## src/rtl/activation_lut_writer.sv

```systemverilog
// rtl/activation_lut_writer.sv - breakpoint table loader and registered pair reader for LUT activations
//
// Purpose: a host streams 2^ADDR_W+1 signed breakpoints in over a valid/ready
// handshake; once the table is complete it serves one-cycle-latency reads
// returning table[a] and table[a+1] to the interpolator datapath.
//
// Ports:
//   clk, rst          - rising-edge clock, synchronous active-high reset
//   load_start        - one-cycle request to (re)load the whole table
//   in_valid/in_data  - breakpoint stream, ascending index order
//   in_ready          - stream accept (combinational: LOAD and no load_start)
//   busy              - registered, high while loading
//   load_done         - one-cycle pulse after the last breakpoint is accepted
//   table_valid       - table fully loaded and readable
//   rd_en/rd_address  - read request and index
//   rd_ack/rd_err     - read response strobe and "table was not valid" flag
//   rd_base/rd_next   - table[a] and table[a+1]; hold when no read is pending
module activation_lut_writer #(
    parameter int DATA_W = 8,
    parameter int ADDR_W = 4
) (
    input  logic              clk,
    input  logic              rst,
    input  logic              load_start,
    input  logic              in_valid,
    input  logic [DATA_W-1:0] in_data,
    output logic              in_ready,
    output logic              busy,
    output logic              load_done,
    output logic              table_valid,
    input  logic              rd_en,
    input  logic [ADDR_W-1:0] rd_address,
    output logic              rd_ack,
    output logic              rd_err,
    output logic [DATA_W-1:0] rd_base,
    output logic [DATA_W-1:0] rd_next
);

    localparam int DEPTH = (1 << ADDR_W) + 1;
    localparam logic [ADDR_W:0] LAST_WP = {1'b1, {ADDR_W{1'b0}}};
    localparam logic [ADDR_W:0] ONE     = {{ADDR_W{1'b0}}, 1'b1};

    typedef enum logic [1:0] {
        IDLE  = 2'd0,
        LOAD  = 2'd1,
        READY = 2'd2
    } state_t;

    state_t            state_q;
    logic [ADDR_W:0]   wp_q;
    logic [DATA_W-1:0] table_q [DEPTH];
    logic              busy_q;
    logic              load_done_q;
    logic              table_valid_q;
    logic              rd_ack_q;
    logic              rd_err_q;
    logic [DATA_W-1:0] rd_base_q;
    logic [DATA_W-1:0] rd_next_q;

    logic              handshake;
    logic [ADDR_W:0]   rd_idx;

    // A load_start in LOAD takes priority over the stream, so the restart
    // cycle never consumes a breakpoint.
    assign in_ready  = (state_q == LOAD) && !load_start;
    assign handshake = in_ready && in_valid;

    // One extra address bit so that address 2^ADDR_W-1 reaches the last entry.
    assign rd_idx = {1'b0, rd_address};

    always_ff @(posedge clk) begin
        if (rst) begin
            state_q       <= IDLE;
            wp_q          <= '0;
            busy_q        <= 1'b0;
            load_done_q   <= 1'b0;
            table_valid_q <= 1'b0;
            rd_ack_q      <= 1'b0;
            rd_err_q      <= 1'b0;
            rd_base_q     <= '0;
            rd_next_q     <= '0;
            for (int i = 0; i < DEPTH; i++) begin
                table_q[i] <= '0;
            end
        end else begin
            load_done_q <= 1'b0;

            case (state_q)
                IDLE, READY: begin
                    if (load_start) begin
                        state_q       <= LOAD;
                        busy_q        <= 1'b1;
                        wp_q          <= '0;
                        table_valid_q <= 1'b0;
                    end
                end
                LOAD: begin
                    if (load_start) begin
                        // Restart: previously written entries stay until overwritten.
                        wp_q <= '0;
                    end else if (handshake) begin
                        table_q[wp_q] <= in_data;
                        if (wp_q == LAST_WP) begin
                            state_q       <= READY;
                            busy_q        <= 1'b0;
                            table_valid_q <= 1'b1;
                            load_done_q   <= 1'b1;
                            wp_q          <= '0;
                        end else begin
                            wp_q <= wp_q + ONE;
                        end
                    end
                end
                default: begin
                    state_q <= IDLE;
                    busy_q  <= 1'b0;
                end
            endcase

            // Reads sample the pre-edge table and table_valid, independent of state.
            rd_ack_q <= rd_en;
            if (rd_en) begin
                if (table_valid_q) begin
                    rd_err_q  <= 1'b0;
                    rd_base_q <= table_q[rd_idx];
                    rd_next_q <= table_q[rd_idx + ONE];
                end else begin
                    rd_err_q  <= 1'b1;
                    rd_base_q <= '0;
                    rd_next_q <= '0;
                end
            end else begin
                rd_err_q <= 1'b0;
            end
        end
    end

    assign busy        = busy_q;
    assign load_done   = load_done_q;
    assign table_valid = table_valid_q;
    assign rd_ack      = rd_ack_q;
    assign rd_err      = rd_err_q;
    assign rd_base     = rd_base_q;
    assign rd_next     = rd_next_q;

endmodule

```

## config.mk

```make
export PLATFORM = sky130hd
export DESIGN_NAME = activation_lut_writer
export DESIGN_NICKNAME = d
export VERILOG_FILES = /design/src/rtl/activation_lut_writer.sv
export SDC_FILE = /design/constraint.sdc
export NUM_CORES = 1
export LEC_CHECK = 0
export CORE_MARGIN = 4
export CORE_UTILIZATION = 53
export CTS_CLUSTER_DIAMETER = 200
export DETAILED_ROUTE_END_ITERATION = 12
export GPL_TIMING_DRIVEN = 0
export MAX_ROUTING_LAYER = met4
export PLACE_DENSITY = 0.72
export SLEW_MARGIN = 30
export SYNTH_ARGS = -nofsm -noshare
export SYNTH_HDL_FRONTEND = slang
export SYNTH_SLANG_ARGS = --single-unit
```

## constraint.sdc

```tcl
create_clock -name clk -period 5.7 [get_ports clk]
set_input_delay 1.425 -clock clk [delete_from_list [all_inputs] [get_ports clk]]
set_output_delay 1.425 -clock clk [all_outputs]
set_load 0.05 [all_outputs]
```

==> results of run 1 <==
==> per-layer routing <==
layer / vias up / GRT usage [%]
met3: 62 / 4.30
li1: 2747 / -
met5: - / -
met1: 3274 / 37.4
met4: 0 / 7.08
met2: 376 / 39.7
==> path summary, 6_finish.rpt <==
check	to	slack (ns)	cells past startpoint
max	in_ready	1.17	3
min	rd_next[2]	0.45	1
max reg2reg	table_q[8][4]	3.07	5
min reg2reg	rd_next[2]	0.45	1
==> cell families (layout without fill, tap and decap cells) <==
group	Yosys count	after routing	synth area share [%]
and+or+nand+nor	253	253	14.3
DFF	204	204	58.0
muxes	101	101	19.7
AOI/OAI and AO/OA	67	67	4.66
buffers and inverters	44	121	2.21
xor gates and xnor gates	6	6	0.521
adders and majority gates	5	5	0.621
==> cells in the mapped netlist (5+ instances only) <==
cell,count,area [µm²]
edfxtp_1,176,5290
and2_1,139,870
mux4_2,71,1600
nor2_1,34,128
nand2_1,30,113
dfxtp_1,28,561
clkbuf_1,20,75.1
o21ai_0,17,85.1
or2_2,16,100
mux2_2,15,169
buf_2,12,60.1
mux2i_1,11,110
o221ai_1,10,87.6
a21oi_1,8,40.0
a22o_1,8,70.1
a21o_1,6,45.0
nand3_1,6,30.0
a221o_1,5,50.1
a22oi_1,5,37.5
a31oi_1,5,31.3
ha_1,5,62.6
nor3_1,5,25.0
==> state kept, by name, indices dropped and copies added (netlist names) <==
name and cells:
load_done 1, table_valid 1, state_q 2, rd_err 1, table_q 176, rd_base 8, rd_next 8, wp_q 5
busy 1, rd_ack 1
==> critical path: cells and delay by family <==
family | cells | cell delay [ns]
buffers and inverters | 2 | 1.37
and+or+nand+nor | 1 | 0.31
==> through the flow <==
stage | utilization (%) | hold slack, ns | instances | power, µW
floorplan | - | 0.492 | 680 | 1910
global placement | 57.4 | 0.434 | 951 | 2030
detailed placement | 57.5 | 0.442 | 951 | 2040
CTS | 61.4 | 0.455 | 991 | 3470
global route | 61.4 | 0.473 | 991 | 3550
finish | 61.4 | 0.452 | 991 | 3460
==> power by group <==
| part | internal [µW] | switching [µW] |
|---|---|---|
| clock network | 875 | 571 |
| registers | 1660 | 21.5 |
| logic | 143 | 193 |
==> final cells by class <==
class	instances	share of cell area, %
sequential	204	50.9
multi-input combinational	432	35.0
clock buffer	28	5.18
timing repair buffer	37	3.23
tap	234	2.55
buffer	40	1.81
clock inverter	12	1.20
inverter	4	0.131
==> impl_results.md, run 1 <==
* Result of the run: completed
* Sequential cell area fraction in the yosys report at roughly three fifths
* Io pins at 39
* Longest Clk Path Bufs at 3
* Most frequent CP cell: clkdlybuf4s50_1
* Actual slew at the worst max-slew pin at between 0.8 and 0.9 ns
* Detailed-placement wirelength estimate at between 15 and 20 mm
* Count of endpoints failing hold in the final timing report at 0
* Post-synthesis cell type count at 48
* Root cell of the clock tree: clkbuf_16
* Num CTS Buffers at 23
* Number of max-slew violations in the final report at 0
* Ratio of total power to cell area at around 300 nW/µm²
* Synthesized cell area at slightly above 10000 µm²
* Startpoint kind of the worst setup timing path: primary input
* Initial cell density of the core at roughly 54%
* Warnings, synthesis at 0
* CTS tree: done
* Vertical die dimension at around 150 µm
* Unrepaired setup endpoints after global routing: no
* Source of the worst hold timing path: rd_next[2]
* Overall global routing resource usage at 26.2%
* First-pass GRT wire length at 40.4 mm
* Number of antenna violations at the first check in global routing at 0
* Global-route congestion overflow total at 0
* Ant diodes at 0
* Wire length on met1 at 11.0 mm
* Type of the worst setup path: in2out
* Placement-stage worst setup slack at between 1 and 1.5 ns
* PnR worst setup slack at 1.17 ns
* Average cell area after synthesis at 14.8 µm²
* Type of the most critical hold path: reg2reg
* Post-route DRC violation count at 0
* PortBufs at 37
* Worst slew margin relative to its limit at about 45%
* Final cycle utilization of the critical path at between 70% and 80%
* Number of cell rows at 50
* Core ar. at 18700 µm²
* Combined flip-flop and latch cell area at approximately 6000 µm²
* Placer's final routability congestion estimate at a little under 1
* Met2 WL at about 13 mm
* Reported leakage power at about 0.0041 µW
* Post-synthesis register bit count at 204
* Maximum fanout encountered on the critical timing path at 6
* Setup Buffers After CTS at 0
* Cell with the largest stage delay on the worst path: clkdlybuf4s50_1
* Final-layout fill cell count at ~1400
* Met3 layer wire length in the routed design at roughly 2.7 mm
* Area of the multi-input gates at ~4000 µm²
* H-tree Lvls at 1
* Quantity of hold-fixing buffers added after cts at 0
* Post-layout nets at between 700 and 800
* Layout Area Growth over Synthesis at 13.9%
* Number of max-capacitance violations reported at 0
* Nature of the critical path endpoint: primary output
* Number of enable flip-flop cells after synthesis at approximately 180
* Reg clk slew, reported paths at 0.05 ns
* Post-synthesis net count at 702
* Most common cell after layout, fill and taps aside: edfxtp_1
* CP required at ~4.3 ns
* CP cell instances: clkdlybuf4s50_1, nor2_1, clkdlybuf4s50_1
* Launching point of the worst reg2reg path: state_q[0]
* Avg Vias per Cell at roughly 6.5
* Count of instances resized after the clock tree is built at 0
* Minimum clock period at approximately 4.5 ns
* Final Instance Area at around 11000 µm²
* Final number of setup-violating endpoints at 0
* Routed length per placed instance at roughly 27 µm
* Die ar. at 21300 µm²
* Commonest cells after routing, fill and taps aside: edfxtp_1, and2_1, mux4_2
* Antenna viol nets, final at 0
* Detailed Route Iter0 Violations at 730
* Fraction of layout instances using a drive strength above 1 at about a fifth
* Routed vias at approximately 6500
* Post-synth ARST share at 0%
* Final-layout setup total negative slack at 0 ns
* Syn Inst Count at 680
* Pin count of the biggest net entering global routing at 14
* Most used flip-flop cell after synthesis: edfxtp_1
* Length of the first detailed-routing pass in iterations at 5
* Die Wd at about 150 µm
* Highest cell delay on the worst timing path at about 0.87 ns
* Wire length reported by the detailed router at 27.2 mm
* Clock insertion delay at the later pin of the skew report at about 0.5 ns
* Max rail drop VDD at between 0.2 and 0.25 mV
* Vias in the first global route at about 6300
* Clock sink count at 204
* Fmax achieved at approximately 220 MHz
* Arrival time at the worst endpoint at between 3 and 4 ns
* Crit. Startpoint: load_start
* Area after detailed placement at around 11000 µm²
* Uppermost routed layer: met4
* Fin Clk Skew at 0.0102 ns
No activity file was read; power rests on OpenSTA's default activity.
==> inputs of run 2 (changes only) <==
--- a/config.mk
+++ b/config.mk
@@ -11,7 +11,7 @@
 export DETAILED_ROUTE_END_ITERATION = 12
 export GPL_TIMING_DRIVEN = 0
 export MAX_ROUTING_LAYER = met4
-export PLACE_DENSITY = 0.72
+export PLACE_DENSITY = 0.75
 export SLEW_MARGIN = 30
 export SYNTH_ARGS = -nofsm -noshare
 export SYNTH_HDL_FRONTEND = slang
==> constraint.sdc (replaced) <==
create_clock -name clk -period 3.8 [get_ports clk]
set_input_delay 0.95 -clock clk [delete_from_list [all_inputs] [get_ports clk]]
set_output_delay 0.95 -clock clk [all_outputs]
set_load 0.05 [all_outputs]
==> run 2 against run 1 <==
Against the previous run:
- clock skew rose by 0.0085 ns
- flip-flop and latch count did not move
- non-clock buffer count stayed put
- via count down 0.31%
- utilization is 0.35 points higher
- first-iteration DRC count decreased by 7.4%
- total power grew 55%
- final area up 0.58%
- combinational power up 53%
- sequential power is 49% higher
- sequential share of layout area decreased by 0.29 points
- cell count grew 0.20%
- highest routed layer unchanged
==> impl_results.md, run 2 (synthesis results as in run 1) <==
* Area of the multi-input gates at 4020 µm² (about the same)
* Ratio of total power to cell area at 464 nW/µm² (was 301 nW/µm²)
* Die Wd at 146 µm (unchanged)
* Routed vias at 6439 (was 6459)
* Source of the worst hold timing path: rd_next[4] (was rd_next[2])
* CTS tree: done (unchanged)
* Clock share of power at 43.5% (was 41.8%)
* Placed cell count at 951 (unchanged)
* Cell family with the largest share of critical-path delay: buffers and inverters (unchanged)
* Type of the worst setup path: in2reg (was in2out)
* First-pass GRT wire length at 41.5 mm (was 40.4 mm)
* Max rail drop VDD at 0.364 mV (was 0.222 mV)
* Count of buffering cells on the critical path with inverters included at 3 (was 2)
* Launching point of the worst reg2reg path: state_q[0] (unchanged)
* Final Non-Filler Cells at 993 (was 991)
* Wire length reported by the detailed router at 27.8 mm (was 27.2 mm)
* Number of max-slew violations in the final report at 0 (unchanged)
* Type of the most critical hold path: reg2reg (unchanged)
* PnR worst setup slack at 0.114 ns (was 1.17 ns)
* Vias in the first global route at 6379 (was 6272)
* Reported leakage power at 0.00411 µW (was 0.00409 µW)
* Tightest hold margin at 0.459 ns (was 0.452 ns)
* Most flops, register: table_q (unchanged)
* Root cell of the clock tree: clkbuf_16 (unchanged)
* Int Power at 4150 µW (was 2670 µW)
* Fmax achieved at 271 MHz
* Reg clk slew, reported paths at 0.06 ns (was 0.05 ns)
* Placer's final routability congestion estimate at 0.917 (was 0.989)
* Post-route DRC violation count at 0 (unchanged)
* Worst slew margin relative to its limit at 47.1% (was 45.4%)
* Detailed Route Iter0 Violations at 676 (was 730)
* Result of the run: completed (unchanged)
* Cell with the largest stage delay on the worst path: clkdlybuf4s50_1 (unchanged)
* Final Instance Area at 11500 µm² (about the same)
* Overall global routing resource usage at 27.1% (was 26.2%)
* Setup Buffers After CTS at 0 (unchanged)
* Ant diodes at 0 (unchanged)
* Die ar. at 21300 µm² (unchanged)
* Commonest cells after routing, fill and taps aside: edfxtp_1, and2_1, mux4_2 (unchanged)
* Num CTS Buffers at 23 (unchanged)
* Avg Vias per Cell at 6.48 (was 6.52)
* Crit. Startpoint: rd_address[1] (was load_start)
* CP cell instances: clkdlybuf4s50_1, ha_1, clkbuf_1, and2_1, clkbuf_1, nand3_1, o221ai_1, a31oi_1, a21o_1 (was clkdlybuf4s50_1, nor2_1, clkdlybuf4s50_1)
* Highest cell delay on the worst timing path at 0.71 ns (was 0.87 ns)
* Flip-flop count of the largest register, all copies and words added at 176 (unchanged)
* PortBufs at 37 (unchanged)
* Fraction of power consumed by sequential logic at 46.9% (was 48.5%)
* Post-layout util at 61.7% (was 61.4%)
* Antenna viol nets, final at 0 (unchanged)
* Length of the first detailed-routing pass in iterations at 5 (unchanged)
* Layout Area Growth over Synthesis at 14.6% (was 13.9%)
* Combined flip-flop and latch cell area at 5850 µm² (unchanged)
* Detailed-placement wirelength estimate at 19.8 mm (was 19.5 mm)
* H-tree Lvls at 1 (unchanged)
* Post-layout nets at 764 (unchanged)
* Routed length per placed instance at 28.0 µm (was 27.5 µm)
* Count of endpoints failing hold in the final timing report at 0 (unchanged)
* Io pins at 39 (unchanged)
* Most common cell after layout, fill and taps aside: edfxtp_1 (unchanged)
* Final number of setup-violating endpoints at 0 (unchanged)
* Quantity of hold-fixing buffers added after cts at 0 (unchanged)
* Number of antenna violations at the first check in global routing at 0 (unchanged)
* Clock sink count at 204 (unchanged)
* Startpoint kind of the worst setup timing path: primary input (unchanged)
* Number of cell rows at 50 (unchanged)
* Minimum clock period at 3.69 ns
* Clock insertion delay at the later pin of the skew report at 0.52 ns (was 0.50 ns)
* Unrepaired setup endpoints after global routing: no (unchanged)
* Gate power share at 9.6% (was 9.7%)
* Global-route congestion overflow total at 0 (unchanged)
* Number of max-capacitance violations reported at 0 (unchanged)
* Most frequent CP cell: clkbuf_1 (was clkdlybuf4s50_1)
* Fin Clk Skew at 0.0186 ns (was 0.0102 ns)
* Switching Power at 1210 µW (was 785 µW)
* Maximum fanout encountered on the critical timing path at 10 (was 6)
* Placement-stage worst setup slack at -0.295 ns (was 1.19 ns)
* Count of instances resized after the clock tree is built at 0 (unchanged)
* Final-layout fill cell count at 1375 (was 1382)
* Longest Clk Path Bufs at 3 (unchanged)
* Nature of the critical path endpoint: flop (was primary output)
* Share of total power consumed by net switching at 22.6% (was 22.7%)
* Fraction of layout instances using a drive strength above 1 at 21.1% (was 20.9%)
* Core ar. at 18700 µm² (unchanged)
* Vertical die dimension at 146 µm (unchanged)
* Initial cell density of the core at 53.9% (unchanged)
* Arrival time at the worst endpoint at 4.10 ns (was 3.11 ns)
* Area after detailed placement at 10700 µm² (unchanged)
* Actual slew at the worst max-slew pin at 0.793 ns (was 0.813 ns)
* Final cycle utilization of the critical path at a little over nine tenths
* CP required at 4.21 ns (was 4.28 ns)
* Pin count of the biggest net entering global routing at 15 (was 14)
==> run 2: cell type report <==
cell class              count  share of cell area [%]
plain buffers              40                    1.80
clock buffers              34                    5.60
clock inverters             8                    1.26
inverters                   4                   0.130
multi-input cells         432                    34.8
flip-flops and latches    204                    50.6
well taps                 234                    2.54
repair buffers             37                    3.21
==> run 2: power groups by stage <==
stage,combinational (µW),sequential [µW],clock [µW]
after global routing,534,2520,2450
after global placement,497,2550,0
final,513,2510,2330
after floorplan,318,2550,0
after detailed placement,503,2560,0
after CTS,506,2510,2350
==> run 2: path summary, 6_finish.rpt <==
check                                       to  slack, ns  cells after the start
worst max-delay path                rd_next[7]       0.11                      9
worst min-delay path                rd_next[4]       0.46                      2
worst max register to register  table_q[13][4]       1.09                      5
worst min register to register      rd_next[4]       0.46                      2
==> run 2: metal layers <==
metal,share of wire [%],track usage (%)
met1,39,36.7
met2,48,42.1
met3,10,5.95
met4,2.7,6.98
met5,0,-
==> run 2: tightest hold or removal path, delay by kind of cell (launching register included) <==
kind / cells / cell delay, ns
DFF: 1 / 0.32
and+or+nand+nor: 1 / 0.05
AOI/OAI and AO/OA: 1 / 0.06
==> run 2: per-stage QoR <==
stage / TNS, ns / total power (µW)
5_1_grt: 0 / 5510
3_5_place_dp: -1.90 / 3060
2_1_floorplan: 0 / 2870
4_1_cts: 0 / 5370
6_report: 0 / 5360
3_3_place_gp: -1.45 / 3050
